--- config.mk ---
export PLATFORM = sky130hd
export DESIGN_NAME = lstm_seq_ctrl
export DESIGN_NICKNAME = d
export VERILOG_FILES = /design/src/rtl/lstm_seq_ctrl.sv
export SDC_FILE = /design/constraint.sdc
export NUM_CORES = 1
export LEC_CHECK = 0
export CAP_MARGIN = 20
export CORE_MARGIN = 2
export CORE_UTILIZATION = 43
export DETAILED_ROUTE_END_ITERATION = 6
export PLACE_DENSITY_LB_ADDON = 0.3
export SLEW_MARGIN = 20
export SYNTH_ARGS = -nofsm -noshare
export SYNTH_HDL_FRONTEND = slang
export SYNTH_SLANG_ARGS = --single-unit
--- constraint.sdc ---
create_clock -name CLOCK_50 -period 1.65 [get_ports CLOCK_50]
set_input_delay 0.2475 -clock CLOCK_50 [delete_from_list [all_inputs] [get_ports CLOCK_50]]
set_output_delay 0.2475 -clock CLOCK_50 [all_outputs]
set_load 0.05 [all_outputs]
--- src/rtl/lstm_seq_ctrl.sv ---
// Timestep sequencer for an LSTM cell: registers x_t, waits the cell latency, feeds h/c back.
// Optional LSTM_STEP_CNT_EN adds a saturating per-sequence step counter output.
module lstm_seq_ctrl #(
  parameter int CELL_LAT = 4,
  parameter int W        = 8
) (
  input  logic           CLOCK_50,
  input  logic           reset_n,
  input  logic           x_valid,
  output logic           x_ready,
  input  logic [8*W-1:0] x_data,
  input  logic           x_last,
  output logic [8*W-1:0] cell_xt,
  output logic [8*W-1:0] cell_ht1,
  output logic [W-1:0]   cell_ct1,
  input  logic [W-1:0]   cell_ht,
  input  logic [W-1:0]   cell_ct,
  output logic           h_valid,
  input  logic           h_ready,
  output logic [W-1:0]   h_data,
  output logic           h_last
`ifdef LSTM_STEP_CNT_EN
  ,
  output logic [15:0]    step_cnt
`endif
);

  localparam logic [3:0] LAT = 4'(CELL_LAT);

  typedef enum logic [1:0] {
    S_IDLE = 2'd0,
    S_WAIT = 2'd1,
    S_OUT  = 2'd2
  } state_t;

  state_t         state_q, state_d;
  logic [3:0]     cnt_q, cnt_d;
  logic [8*W-1:0] xt_q, xt_d;
  logic [8*W-1:0] ht1_q, ht1_d;
  logic [W-1:0]   ct1_q, ct1_d;
  logic [W-1:0]   h_data_q, h_data_d;
  logic           h_last_q, h_last_d;
  logic           last_q, last_d;
  logic [15:0]    sc_q, sc_d;

  logic accept, capture, out_hs;

  assign accept  = (state_q == S_IDLE) && x_valid;
  assign capture = (state_q == S_WAIT) && (cnt_q == 4'd1);
  assign out_hs  = (state_q == S_OUT) && h_ready;

  // State register and all datapath registers; reset discards any in-flight step
  always_ff @(posedge CLOCK_50) begin
    if (!reset_n) begin
      state_q  <= S_IDLE;
      cnt_q    <= 4'd0;
      xt_q     <= '0;
      ht1_q    <= '0;
      ct1_q    <= '0;
      h_data_q <= '0;
      h_last_q <= 1'b0;
      last_q   <= 1'b0;
      sc_q     <= 16'd0;
    end else begin
      state_q  <= state_d;
      cnt_q    <= cnt_d;
      xt_q     <= xt_d;
      ht1_q    <= ht1_d;
      ct1_q    <= ct1_d;
      h_data_q <= h_data_d;
      h_last_q <= h_last_d;
      last_q   <= last_d;
      sc_q     <= sc_d;
    end
  end

  always_comb begin
    state_d = state_q;
    case (state_q)
      S_IDLE:  if (x_valid)        state_d = S_WAIT;
      S_WAIT:  if (cnt_q == 4'd1)  state_d = S_OUT;
      S_OUT:   if (h_ready)        state_d = S_IDLE;
      default:                     state_d = S_IDLE;
    endcase
  end

  always_comb begin
    cnt_d    = cnt_q;
    xt_d     = xt_q;
    ht1_d    = ht1_q;
    ct1_d    = ct1_q;
    h_data_d = h_data_q;
    h_last_d = h_last_q;
    last_d   = last_q;
    sc_d     = sc_q;
    if (accept) begin
      xt_d   = x_data;
      last_d = x_last;
      cnt_d  = LAT;
    end
    if (state_q == S_WAIT) begin
      cnt_d = cnt_q - 4'd1;
    end
    // Cell outputs are stable by now; latch them and shift h into the history
    if (capture) begin
      h_data_d = cell_ht;
      ct1_d    = cell_ct;
      ht1_d    = {ht1_q[7*W-1:0], cell_ht};
      h_last_d = last_q;
      if (sc_q != 16'hFFFF) begin
        sc_d = sc_q + 16'd1;
      end
    end
    if (out_hs && last_q) begin
      ht1_d = '0;
      ct1_d = '0;
      sc_d  = 16'd0;
    end
  end

  always_comb begin
    x_ready  = (state_q == S_IDLE);
    h_valid  = (state_q == S_OUT);
    h_data   = h_data_q;
    h_last   = h_last_q;
    cell_xt  = xt_q;
    cell_ht1 = ht1_q;
    cell_ct1 = ct1_q;
  end

`ifdef LSTM_STEP_CNT_EN
  assign step_cnt = sc_q;
`else
  logic sc_unused;
  assign sc_unused = ^sc_q;
`endif

endmodule

# ---- Word level (Yosys, flattened, before mapping)
# Index checks and enable logic that the tools add are counted.
dict set report totals {
  ff_bits 152
  latch_bits 0
  mem_bits_rw 0
  mem_bits_ro 0
  elab_cells 30
  n_memories 0
}
dict set report op_classes {
  addsub 1
  n_mul 0
  div_mod_pow 0
  order_cmp 0
  eq_ne 6
  shifts 0
  mux 6
  n_bitwise 1
  reduce_logical 8
}
# cell n
set op_table {}
lappend op_table {{$mux 4} 2}
lappend op_table {{$mux 2} 3}
lappend op_table {{$pmux 2 s3} 1}
lappend op_table {{$eq 4x1->1 const B} 1}
lappend op_table {{$logic_and 1x1->1} 4}
lappend op_table {{$ne 2x2->1 const B} 2}
lappend op_table {{$sub 4x1->4 const B} 1}
lappend op_table {{$reduce_and 3->1} 1}
lappend op_table {{$eq 2x1->1 const B} 1}
lappend op_table {{$eq 2x2->1 const B} 1}
lappend op_table {{$logic_not 2->1} 1}
lappend op_table {{$ne 2x1->1 const B} 1}
lappend op_table {{$reduce_bool 2->1} 1}
lappend op_table {{$reduce_or 2->1} 1}
lappend op_table {{$not 1->1} 1}

# ---- Longest topological paths before layout
# Gate-level depths: netlist (run 1).
dict set report depth {
  ltp_word 4
  ltp_mapped 7
}

# ---- Worst setup path after synthesis (run 1)
# OpenSTA, ideal clock, no wires.
dict set report synth_timing {
  kind {reg-to-reg}
  from {reg state_q[1]}
  to {reg state_q[1]}
  arrival_time_ns 1.502
  path_slack_ns 0.090
  stages_incl_launch_ff 5
  synth_period_minus_slack_ns 1.560
  cell_sequence {dfxtp_1 > buf_2 > nor2b_1 > nor2b_1 > o21a_1}
}
dict set report synth_between {
  elab_chain_len 3
}
# element line
set synth_rtl {}
lappend synth_rtl {{start: declaration} 36} ;# state_t state_q, state_d;
lappend synth_rtl {{start signal: assignment} 65} ;# state_q <= state_d;
lappend synth_rtl {{$eq 2x2->1 *} --}
lappend synth_rtl {{via h_valid} 18} ;# output logic h_valid,
lappend synth_rtl {{$ne 2x1->1 (no line)} --}
lappend synth_rtl {{$reduce_and 3->1 (no line)} --}
# The timed path passes the listed nets; every way through them passes the cells marked *.
# A chain may end at the register's enable or synchronous reset.

# ---- Worst setup path after layout (run 1)
dict set report layout_timing {
  from {reg cnt_q[1]}
  to {reg ht1_q[34] (netlist: cell_ht1[34])}
}
dict set report layout_between {
  elab_chain_len 2
}
# element line
set layout_rtl {}
lappend layout_rtl {{start: declaration} 37} ;# logic [3:0] cnt_q, cnt_d;
lappend layout_rtl {{start signal: assignment} 66} ;# cnt_q <= cnt_d;
lappend layout_rtl {{$eq 4x1->1} 49} ;# assign capture = (state_q == S_WAIT) && (cnt_q == 4'd1);
lappend layout_rtl {{$logic_and 1x1->1} 49}
lappend layout_rtl {{end signal: assignment} 68} ;# ht1_q <= ht1_d;
lappend layout_rtl {{end: declaration} 39} ;# logic [8*W-1:0] ht1_q, ht1_d;
# No other way between the ends.

==> results of run 1 <==
==> through the flow <==
| step | hold slack [ns] | instances |
|---|---|---|
| after global routing | 0.266 | 1048 |
| after detailed placement | 0.447 | 1008 |
| final | 0.240 | 1048 |
| after CTS | 0.214 | 1040 |
| after floorplan | 0.382 | 637 |
| after global placement | 0.440 | 1008 |
==> Yosys cell counts, drive strengths merged (3+ instances only) <==
cell and instances:
o21ai 48, dfxtp 152, buf 30, nor2b 3, nand3 73, clkbuf 28
nand2 140, nand4 8, a21boi 66, mux2i 37, a21oi 32
==> sequential cells by signal, indices dropped and copies added (netlist names) <==
| name | cells |
|---|---|
| h_last | 1 |
| h_data | 8 |
| cell_xt | 64 |
| cnt_q | 4 |
| cell_ct1 | 8 |
| cell_ht1 | 64 |
| state_q | 2 |
| last_q | 1 |
==> how the worst min path moves through the flow <==
stage | cells after the start | endpoint | from | slack, ns
after CTS | 3 | cell_ht1[42] | reset_n | 0.21
after detailed placement | 2 | cell_xt[29] | cell_xt[29] | 0.45
after global placement | 2 | cell_xt[28] | cell_xt[28] | 0.44
final | 3 | cell_ht1[43] | reset_n | 0.24
after floorplan | 2 | cell_xt[16] | x_data[16] | 0.38
after global routing | 3 | cell_ht1[42] | reset_n | 0.27
==> critical path, delay by kind of cell, from the launching register on <==
| family | cells | cell delay (ns) |
|---|---|---|
| simple gates | 2 | 0.53 |
| buf+inv | 3 | 0.39 |
| flops | 1 | 0.32 |
| mux | 1 | 0.24 |
| fa+ha+maj | 1 | 0.12 |
==> metal layers <==
| layer | track usage [%] | up-vias |
|---|---|---|
| met5 | 0 | - |
| met4 | 10.8 | 0 |
| met1 | 26.0 | 2504 |
| met3 | 6.75 | 35 |
| met2 | 36.5 | 210 |
| li1 | - | 2634 |
==> power breakdown <==
group / internal [uW] / switching (uW) / leakage (uW) / total, uW
combinational: 533 / 802 / 0.00197 / 1340
clock: 2500 / 1480 / 0.000295 / 3980
sequential: 3790 / 72.2 / 0.00124 / 3870
==> logic make-up after synthesis <==
group / share of synthesized area [%]
DFF: 52.7
adders and majority gates: 0.434
and+or+nand+nor: 18.6
muxes: 6.42
buffers and inverters: 5.86
AOI/OAI and AO/OA: 15.9
==> cell type report <==
type                            instances  area, sq um  share of cell area (%)
Sequential cell                       152         3050                    34.9
Multi-Input combinational cell        425         2420                    27.7
Timing Repair Buffer                  261         2420                    27.7
Clock buffer                           21          470                    5.38
Tap cell                              176          220                    2.52
Clock inverter                         11          145                    1.66
Inverter                                2         7.51                  0.0859
==> timing repair <==
item	CTS	global route
setup buffers	0	4
resized for setup	0	18
hold endpoints to repair	0	0
setup endpoints to repair	0	62
==> metrics.log, run 1 <==
[metrics] ant diodes: 0
[metrics] initial antenna violation count: 0
[metrics] effective utilization at floorplan: 43.7%
[metrics] count of pins on the block boundary: between 200 and 250
[metrics] number of cell instances on the worst register-to-register path: 7
[metrics] violated checks: setup timing
[metrics] clock tree from TritonCTS: built
[metrics] net count of the mapped netlist: just over 700
[metrics] Slowest cell on crit path: sky130_fd_sc_hd__or3b_4
[metrics] Max clock buf depth: 2
[metrics] Synth cell types: 30
[metrics] area of all placed cells without fillers: 0.00874 sq mm
[metrics] overflow left after global routing: 0
[metrics] Clock Latency Late Sink: about 0.42 ns
[metrics] core box area: 0.0132 sq mm
[metrics] first-pass GRT wire length: 25300 um
[metrics] source of the worst register-to-register timing path: cnt_q[1]
[metrics] Met3 Wirelength: about 1300 um
[metrics] Die Footprint: 0.0144 sq mm
[metrics] share of the clock period used by the worst path: 102%
[metrics] Arrival @ worst endpoint: ~2 ns
[metrics] post-route total power: 9180 uW
[metrics] routed vias: ~5400
[metrics] clock-pin slew on the worst setup and hold paths: 0.06 ns
[metrics] flip-flop cell with the highest count after synthesis: sky130_fd_sc_hd__dfxtp_1
[metrics] remaining routing DRC violations: 0
[metrics] post-synthesis async set-or-reset flop share: 0%
[metrics] final setup violating endpoints: 2
[metrics] unrepaired setup endpoints after global routing: true
[metrics] detailed-routing iteration count for the pre-antenna-repair pass: 5
[metrics] cell area after placement: 0.00794 sq mm
[metrics] total track usage: 22.1%
[metrics] maximum clock rate: 594 MHz
[metrics] largest net degree at the start of global routing: 66
[metrics] nature of the critical path endpoint: flop
[metrics] core occupancy in the finished layout: 66.2%
[metrics] fraction of synthesized cell area taken by the top area cell type: 52.7%
[metrics] Post-Syn Area: about 0.0058 sq mm
[metrics] number of nets in the layout: 946
[metrics] synthesized area per cell: 9.06 sq um
[metrics] CTS root buffer: sky130_fd_sc_hd__clkbuf_16
[metrics] Required @ worst endpoint: 1.98 ns
[metrics] CTS Hold Bufs: 0
[metrics] clock skew: 0.00657 ns
[metrics] crit path launch: cnt_q[1]
[metrics] largest area contributor in the netlist: sky130_fd_sc_hd__dfxtp_1
[metrics] slowest cell delay on critical path: 0.41 ns
[metrics] wire length reported by the detailed router: between 15000 and 20000 um
[metrics] routed length on met2: 8020 um
[metrics] die boundary height: 120 um
[metrics] number of max-slew violations in the final report: 0
[metrics] Initial DRC Count: 349
[metrics] width of the die: about 120 um
[metrics] routed length on met1: approximately 6500 um
[metrics] signed area change from the synthesized netlist to the final layout: 51.5%
[metrics] gate count of the mapped netlist: 637
[metrics] top routing layer in use: met4
[metrics] Final Hold Violating Endpoints: 0
[metrics] routability congestion estimate from global placement: 0.765
[metrics] number of enable-type register cells in the synthesized netlist: 0
[metrics] number of clock buffers inserted by TritonCTS: 17
[metrics] Num Clock Sinks: 152
[metrics] Synthesis Warnings: 0
[metrics] outcome: complete, but fails checks
[metrics] total negative slack for setup checks: -0.0434 ns
[metrics] worst vdd ir: 0.710 mV
[metrics] deepest level of the CTS H-tree: 4
[metrics] number of synthesized register bits: 152
[metrics] highest-count cells in the layout ignoring fill and taps: sky130_fd_sc_hd__buf_4, sky130_fd_sc_hd__dfxtp_1, sky130_fd_sc_hd__nand2_1
[metrics] share of cells above drive strength 1: 25.6%
[metrics] sequential area share after synthesis: between 50% and 60%
[metrics] slew margin rel.: roughly 75%
[metrics] PortBufs: 231
[metrics] slew of the pin with the lowest slew margin: 0.367 ns
[metrics] number of vias per cell: 5.14
[metrics] per-cell routed wire length: 15.6 um
[metrics] number of max-cap violations: 0
[metrics] last element of the critical path: cell_ht1[34]
[metrics] largest fanout on the critical path: 10
[metrics] Final Critical Period: roughly 1.7 ns
[metrics] post-route ant nets: 0
[metrics] post-detailed-placement half-perimeter wirelength: between 10000 and 15000 um
[metrics] path type of the worst min-delay path: input port to flop
[metrics] least setup slack across all paths after layout: -0.0341 ns
[metrics] fillcell total: 1046
[metrics] cells traversed along the worst timing path: inv_2 -> ha_4 -> or3b_4 -> nor2_8 -> buf_12 -> clkbuf_16 -> mux2i_1
[metrics] sort of element at the start of the critical path: flop
[metrics] class of the most critical setup path: flop to flop
[metrics] pre-CTS worst setup slack: -0.0521 ns
[metrics] static leakage power: approximately 0.0035 uW
[metrics] total power per unit cell area: between 1000 and 1500 mW/mm^2
[metrics] destination of the worst register-to-register timing path: cell_ht1[34]
[metrics] commonest non-fill, non-tap cell in the layout: sky130_fd_sc_hd__buf_4
[metrics] number of global-route vias before repair: 5118
[metrics] R2R setup slack: -0.03 ns
[metrics] top cells by area in the synthesized netlist: sky130_fd_sc_hd__dfxtp_1, sky130_fd_sc_hd__nand2_1, sky130_fd_sc_hd__mux2i_1
[metrics] std cell rows: 42
(Power assumes the default switching activity.)
==> inputs of run 2 (changes only) <==
Settings changed: RECOVER_POWER set to 50.
==> metrics.log, run 2 (synthesized netlist as in run 1, its figures left out) <==
[metrics] class of the most critical setup path: flop to flop (unchanged)
[metrics] core occupancy in the finished layout: 66.2% (about the same)
[metrics] cells traversed along the worst timing path: inv_2 -> ha_4 -> or3b_4 -> nor2_8 -> buf_12 -> clkbuf_16 -> mux2i_1 (unchanged)
[metrics] highest-count cells in the layout ignoring fill and taps: sky130_fd_sc_hd__buf_4, sky130_fd_sc_hd__dfxtp_1, sky130_fd_sc_hd__nand2_1 (unchanged)
[metrics] core box area: 0.0132 sq mm (unchanged)
[metrics] nature of the critical path endpoint: flop (unchanged)
[metrics] number of max-cap violations: 0 (unchanged)
[metrics] number of clock buffers inserted by TritonCTS: 17 (unchanged)
[metrics] number of max-slew violations in the final report: 0 (unchanged)
[metrics] deepest level of the CTS H-tree: 4 (unchanged)
[metrics] path type of the worst min-delay path: input port to flop (unchanged)
[metrics] final setup violating endpoints: 2 (unchanged)
[metrics] commonest non-fill, non-tap cell in the layout: sky130_fd_sc_hd__buf_4 (unchanged)
[metrics] remaining routing DRC violations: 0 (unchanged)
[metrics] PortBufs: 231 (unchanged)
[metrics] share of cells above drive strength 1: 25.3% (was 25.6%)
[metrics] slowest cell delay on critical path: 0.41 ns (about the same)
[metrics] detailed-routing iteration count for the pre-antenna-repair pass: 5 (unchanged)
[metrics] worst hold slack: 0.241 ns (was 0.240 ns)
[metrics] routed vias: 5372 (was 5383)
[metrics] largest net degree at the start of global routing: 66 (unchanged)
[metrics] wire length reported by the detailed router: 16300 um (about the same)
[metrics] maximum clock rate: 594 MHz (about the same)
[metrics] initial antenna violation count: 0 (unchanged)
[metrics] Clock Latency Late Sink: 0.42 ns (about the same)
[metrics] largest fanout on the critical path: 10 (unchanged)
[metrics] std cell rows: 42 (unchanged)
[metrics] Final Hold Violating Endpoints: 0 (unchanged)
[metrics] least setup slack across all paths after layout: -0.0342 ns (was -0.0341 ns)
[metrics] first-pass GRT wire length: 25300 um (unchanged)
[metrics] post-detailed-placement half-perimeter wirelength: 11000 um (unchanged)
[metrics] static leakage power: 0.00350 uW (was 0.00351 uW)
[metrics] slew margin rel.: 59.8% (was 75.3%)
[metrics] Initial DRC Count: 337 (was 349)
[metrics] width of the die: 120 um (unchanged)
[metrics] CP delay by family, top: simple AND/OR/NAND/NOR gates (unchanged)
[metrics] total power per unit cell area: 1050 mW/mm^2 (about the same)
[metrics] cell area after placement: 0.00794 sq mm (unchanged)
[metrics] Required @ worst endpoint: 1.98 ns (about the same)
[metrics] ant diodes: 0 (unchanged)
[metrics] Num Clock Sinks: 152 (unchanged)
[metrics] count of pins on the block boundary: 232 (unchanged)
[metrics] Arrival @ worst endpoint: 2.02 ns (about the same)
[metrics] overflow left after global routing: 0 (unchanged)
[metrics] Slowest cell on crit path: sky130_fd_sc_hd__or3b_4 (unchanged)
[metrics] violated checks: setup timing (unchanged)
[metrics] Die Footprint: 0.0144 sq mm (unchanged)
[metrics] slew of the pin with the lowest slew margin: 0.606 ns (was 0.367 ns)
[metrics] routability congestion estimate from global placement: 0.765 (unchanged)
[metrics] post-route ant nets: 0 (unchanged)
[metrics] Max clock buf depth: 2 (unchanged)
[metrics] per-cell routed wire length: 15.6 um (about the same)
[metrics] pre-CTS worst setup slack: -0.0521 ns (unchanged)
[metrics] effective utilization at floorplan: 43.7% (unchanged)
[metrics] outcome: complete, but fails checks (unchanged)
[metrics] Final Critical Period: 1.68 ns (about the same)
[metrics] CTS root buffer: sky130_fd_sc_hd__clkbuf_16 (unchanged)
[metrics] number of nets in the layout: 946 (unchanged)
[metrics] clock skew: 0.00657 ns (about the same)
[metrics] worst vdd ir: 0.710 mV (about the same)
[metrics] clock tree from TritonCTS: built (unchanged)
[metrics] share of the clock period used by the worst path: 102% (about the same)
[metrics] area of all placed cells without fillers: 0.00873 sq mm (was 0.00874 sq mm)
[metrics] sort of element at the start of the critical path: flop (unchanged)
[metrics] unrepaired setup endpoints after global routing: true (unchanged)
[metrics] signed area change from the synthesized netlist to the final layout: 51.3% (was 51.5%)
[metrics] number of global-route vias before repair: 5118 (unchanged)
[metrics] die boundary height: 120 um (unchanged)
[metrics] total buffers and inverters traversed by the critical path: 3 (unchanged)
[metrics] clock-pin slew on the worst setup and hold paths: 0.06 ns (about the same)
[metrics] number of vias per cell: 5.13 (was 5.14)
[metrics] total track usage: 22.1% (unchanged)
-- run 2: cell types whose count changed in the layout (fill, tap and decap cells not counted), sizes merged --
cell / delta
buf: -2
clkbuf: +2
-- run 2: per-stage QoR --
stage | setup TNS (ns) | total power (uW) | cells
6_report | -0.0435 | 9180 | 1048
5_1_grt | -0.363 | 9510 | 1048
4_1_cts | 0 | 9220 | 1040
3_5_place_dp | -0.327 | 5250 | 1008
3_3_place_gp | 0 | 5220 | 1008
2_1_floorplan | 0 | 4730 | 637
-- run 2: path summary, 6_finish.rpt --
check	start	endpoint	slack (ns)	depth (start not counted)
setup / recovery	cnt_q[1]	cell_ht1[34]	-0.03	7
hold / removal	reset_n	cell_ht1[43]	0.24	3
setup reg to reg	cnt_q[1]	cell_ht1[34]	-0.03	7
hold reg to reg	cell_xt[60]	cell_xt[60]	0.45	2
-- run 2: power breakdown --
group / switching [uW] / internal, uW / leakage (uW)
Sequential: 72.1 / 3790 / 0.00124
Combinational: 802 / 533 / 0.00197
Clock: 1480 / 2500 / 0.000295
-- run 2: final cells by class --
cell class | instances | area, sq um
clock inverters | 11 | 145
multi-input cells | 425 | 2420
flip-flops and latches | 152 | 3050
clock buffers | 21 | 470
fillers | 1047 | 4460
inverters | 2 | 7.51
repair buffers | 261 | 2420
well taps | 176 | 220
-- run 2: timing repair --
action / in CTS / in global routing
endpoints found under the setup margin: 0 / 62
hold buffers: 0 / 0
gates resized for setup: 0 / 18
buffers inserted: 0 / 4
-- run 2: layer usage --
metal,global-route usage (%),vias to the layer above,share of wire [%]
met5,0,-,0
li1,-,2634,-
met4,10.8,0,3.0
met1,26.0,2488,40
met3,6.75,35,7.9
met2,36.5,215,49
-- run 2: worst min-delay path, delay by kind of cell --
family	cells	cell delay, ns
buf+inv	1	0.19
simple gates	1	0.11
mux	1	0.06
==> inputs of run 3 (changes only) <==
Settings changed: TNS_END_PERCENT set to 5.
==> metrics.log, run 3 (synthesized netlist as in run 1, its figures left out) <==
[metrics] outcome: complete, but fails checks (unchanged)
[metrics] violated checks: setup timing (unchanged)
[metrics] Clock Latency Late Sink: 0.42 ns (about the same)
[metrics] share of the clock period used by the worst path: 100% (was 102%)
[metrics] sort of element at the start of the critical path: flop (unchanged)
[metrics] number of vias per cell: 5.11 (was 5.13)
[metrics] number of max-slew violations in the final report: 0 (unchanged)
[metrics] std cell rows: 42 (unchanged)
[metrics] number of clock buffers inserted by TritonCTS: 17 (unchanged)
[metrics] share of cells above drive strength 1: 17.5% (was 25.3%)
[metrics] Num Clock Sinks: 152 (unchanged)
[metrics] die boundary height: 120 um (unchanged)
[metrics] maximum clock rate: 604 MHz (was 594 MHz)
[metrics] detailed-routing iteration count for the pre-antenna-repair pass: 5 (unchanged)
[metrics] first-pass GRT wire length: 25300 um (unchanged)
[metrics] path type of the worst min-delay path: input port to flop (unchanged)
[metrics] least setup slack across all paths after layout: -0.00638 ns (was -0.0342 ns)
[metrics] slew of the pin with the lowest slew margin: 0.632 ns (was 0.606 ns)
[metrics] total track usage: 22.1% (unchanged)
[metrics] Arrival @ worst endpoint: 1.99 ns (was 2.02 ns)
[metrics] remaining routing DRC violations: 0 (unchanged)
[metrics] Final Hold Violating Endpoints: 0 (unchanged)
[metrics] number of global-route vias before repair: 5118 (unchanged)
[metrics] commonest non-fill, non-tap cell in the layout: sky130_fd_sc_hd__dfxtp_1 (was sky130_fd_sc_hd__buf_4)
[metrics] clock-pin slew on the worst setup and hold paths: 0.06 ns (about the same)
[metrics] class of the most critical setup path: flop to flop (unchanged)
[metrics] nature of the critical path endpoint: flop (unchanged)
[metrics] Max clock buf depth: 2 (unchanged)
[metrics] initial antenna violation count: 0 (unchanged)
[metrics] width of the die: 120 um (unchanged)
[metrics] count of pins on the block boundary: 232 (unchanged)
[metrics] Die Footprint: 0.0144 sq mm (unchanged)
[metrics] static leakage power: 0.00313 uW (was 0.00350 uW)
[metrics] Slowest cell on crit path: sky130_fd_sc_hd__or3b_4 (unchanged)
[metrics] effective utilization at floorplan: 43.7% (unchanged)
[metrics] wire length reported by the detailed router: 16100 um (was 16300 um)
[metrics] signed area change from the synthesized netlist to the final layout: 42.2% (was 51.3%)
[metrics] clock skew: 0.00615 ns (was 0.00657 ns)
[metrics] CTS Hold Bufs: 0 (unchanged)
[metrics] number of nets in the layout: 941 (was 946)
[metrics] total power per unit cell area: 1110 mW/mm^2 (was 1050 mW/mm^2)
[metrics] CP delay by family, top: simple AND/OR/NAND/NOR gates (unchanged)
[metrics] area of all placed cells without fillers: 0.00820 sq mm (was 0.00873 sq mm)
[metrics] routability congestion estimate from global placement: 0.765 (unchanged)
[metrics] Cell Count Post-Placement: 1008 (unchanged)
[metrics] PortBufs: 231 (unchanged)
[metrics] cells traversed along the worst timing path: inv_2 -> ha_4 -> or3b_4 -> nor2_8 -> clkbuf_16 -> mux2i_1 (was inv_2 -> ha_4 -> or3b_4 -> nor2_8 -> buf_12 -> clkbuf_16 -> mux2i_1)
[metrics] core box area: 0.0132 sq mm (unchanged)
[metrics] deepest level of the CTS H-tree: 4 (unchanged)
[metrics] Final Critical Period: 1.66 ns (was 1.68 ns)
[metrics] post-route ant nets: 0 (unchanged)
[metrics] total negative slack for setup checks: -0.00638 ns (was -0.0435 ns)
[metrics] overflow left after global routing: 0 (unchanged)
[metrics] number of max-cap violations: 0 (unchanged)
[metrics] largest net degree at the start of global routing: 66 (unchanged)
[metrics] per-cell routed wire length: 15.4 um (was 15.6 um)
[metrics] worst vdd ir: 0.695 mV (was 0.710 mV)
[metrics] ant diodes: 0 (unchanged)
[metrics] clock tree from TritonCTS: built (unchanged)
[metrics] unrepaired setup endpoints after global routing: true (unchanged)
[metrics] slowest cell delay on critical path: 0.41 ns (about the same)
[metrics] fillcell total: 1182 (was 1047)
[metrics] total buffers and inverters traversed by the critical path: 2 (was 3)
[metrics] largest fanout on the critical path: 10 (unchanged)
[metrics] cell area after placement: 0.00794 sq mm (unchanged)
[metrics] Required @ worst endpoint: 1.98 ns (about the same)
[metrics] final setup violating endpoints: 1 (was 2)
[metrics] highest-count cells in the layout ignoring fill and taps: sky130_fd_sc_hd__dfxtp_1, sky130_fd_sc_hd__nand2_1, sky130_fd_sc_hd__clkdlybuf4s50_1 (was sky130_fd_sc_hd__buf_4, sky130_fd_sc_hd__dfxtp_1, sky130_fd_sc_hd__nand2_1)
[metrics] routed vias: 5333 (was 5372)
[metrics] post-detailed-placement half-perimeter wirelength: 11000 um (unchanged)
[metrics] slew margin rel.: 58.1% (was 59.8%)
[metrics] Layout Cells excl Fill: 1043 (was 1048)
[metrics] Initial DRC Count: 332 (was 337)
[metrics] CTS root buffer: sky130_fd_sc_hd__clkbuf_16 (unchanged)
[metrics] pre-CTS worst setup slack: -0.0521 ns (unchanged)
run 3: changes by cell type in the layout (fill, tap and decap cells not counted), moves of 2 or more:
| cell | before | now |
|---|---|---|
| sky130_fd_sc_hd__clkbuf_1 | 3 | 62 |
| sky130_fd_sc_hd__o21ai_1 | 10 | 7 |
| sky130_fd_sc_hd__buf_12 | 15 | 13 |
| sky130_fd_sc_hd__clkbuf_2 | 0 | 77 |
| sky130_fd_sc_hd__buf_1 | 0 | 3 |
| sky130_fd_sc_hd__clkbuf_16 | 21 | 19 |
| sky130_fd_sc_hd__buf_4 | 157 | 17 |
| sky130_fd_sc_hd__o21ai_0 | 38 | 41 |
run 3: routing by layer:
metal	share of wire (%)	vias to the layer above	routed length, um	global-route usage (%)
met5	0	-	0	0
met4	3.0	0	486	10.8
met3	7.5	34	1210	6.75
met2	48	210	7760	36.5
met1	41	2471	6600	26.0
li1	-	2618	-	-
run 3: tightest hold or removal path: cells and delay by family:
kind          cells  cell delay [ns]
simple gates      1             0.11
mux               1             0.06
buf+inv           1             0.19
run 3: power breakdown:
part           total (uW)  switching [uW]  internal (uW)  leakage (uW)
sequential           3860            69.3           3790       0.00124
combinational        1240             798            440       0.00160
clock                3970            1470           2500      0.000295
run 3: final cells by class:
| type | instances | area, sq um | area share [%] |
|---|---|---|---|
| Sequential cell | 152 | 3050 | 37.1 |
| Multi-Input combinational cell | 425 | 2420 | 29.5 |
| Timing Repair Buffer | 256 | 1890 | 23.1 |
| Clock buffer | 21 | 470 | 5.74 |
| Tap cell | 176 | 220 | 2.68 |
| Clock inverter | 11 | 145 | 1.77 |
| Inverter | 2 | 7.51 | 0.0915 |
run 3: per-stage QoR:
step / power [uW] / hold WS, ns / util [%]
after floorplan: 4730 / 0.382 / -
after global placement: 5220 / 0.440 / 60.2
after detailed placement: 5250 / 0.447 / 60.2
after CTS: 9220 / 0.214 / 64.9
after global routing: 9410 / 0.266 / 62.2
final: 9070 / 0.247 / 62.2
run 3: repair_timing:
| item | CTS | global route |
|---|---|---|
| endpoints found under the setup margin | 0 | 62 |
| setup buffers | 0 | 1 |
| gates resized for setup | 0 | 13 |
run 3: final timing paths:
kind	startpoint	endpoint	slack, ns	depth (start not counted)
setup / recovery	cnt_q[1]	cell_ht1[34]	-0.006	6
hold / removal	reset_n	cell_ht1[43]	0.25	3
setup reg to reg	cnt_q[1]	cell_ht1[34]	-0.006	6
hold reg to reg	cell_xt[60]	cell_xt[60]	0.45	2
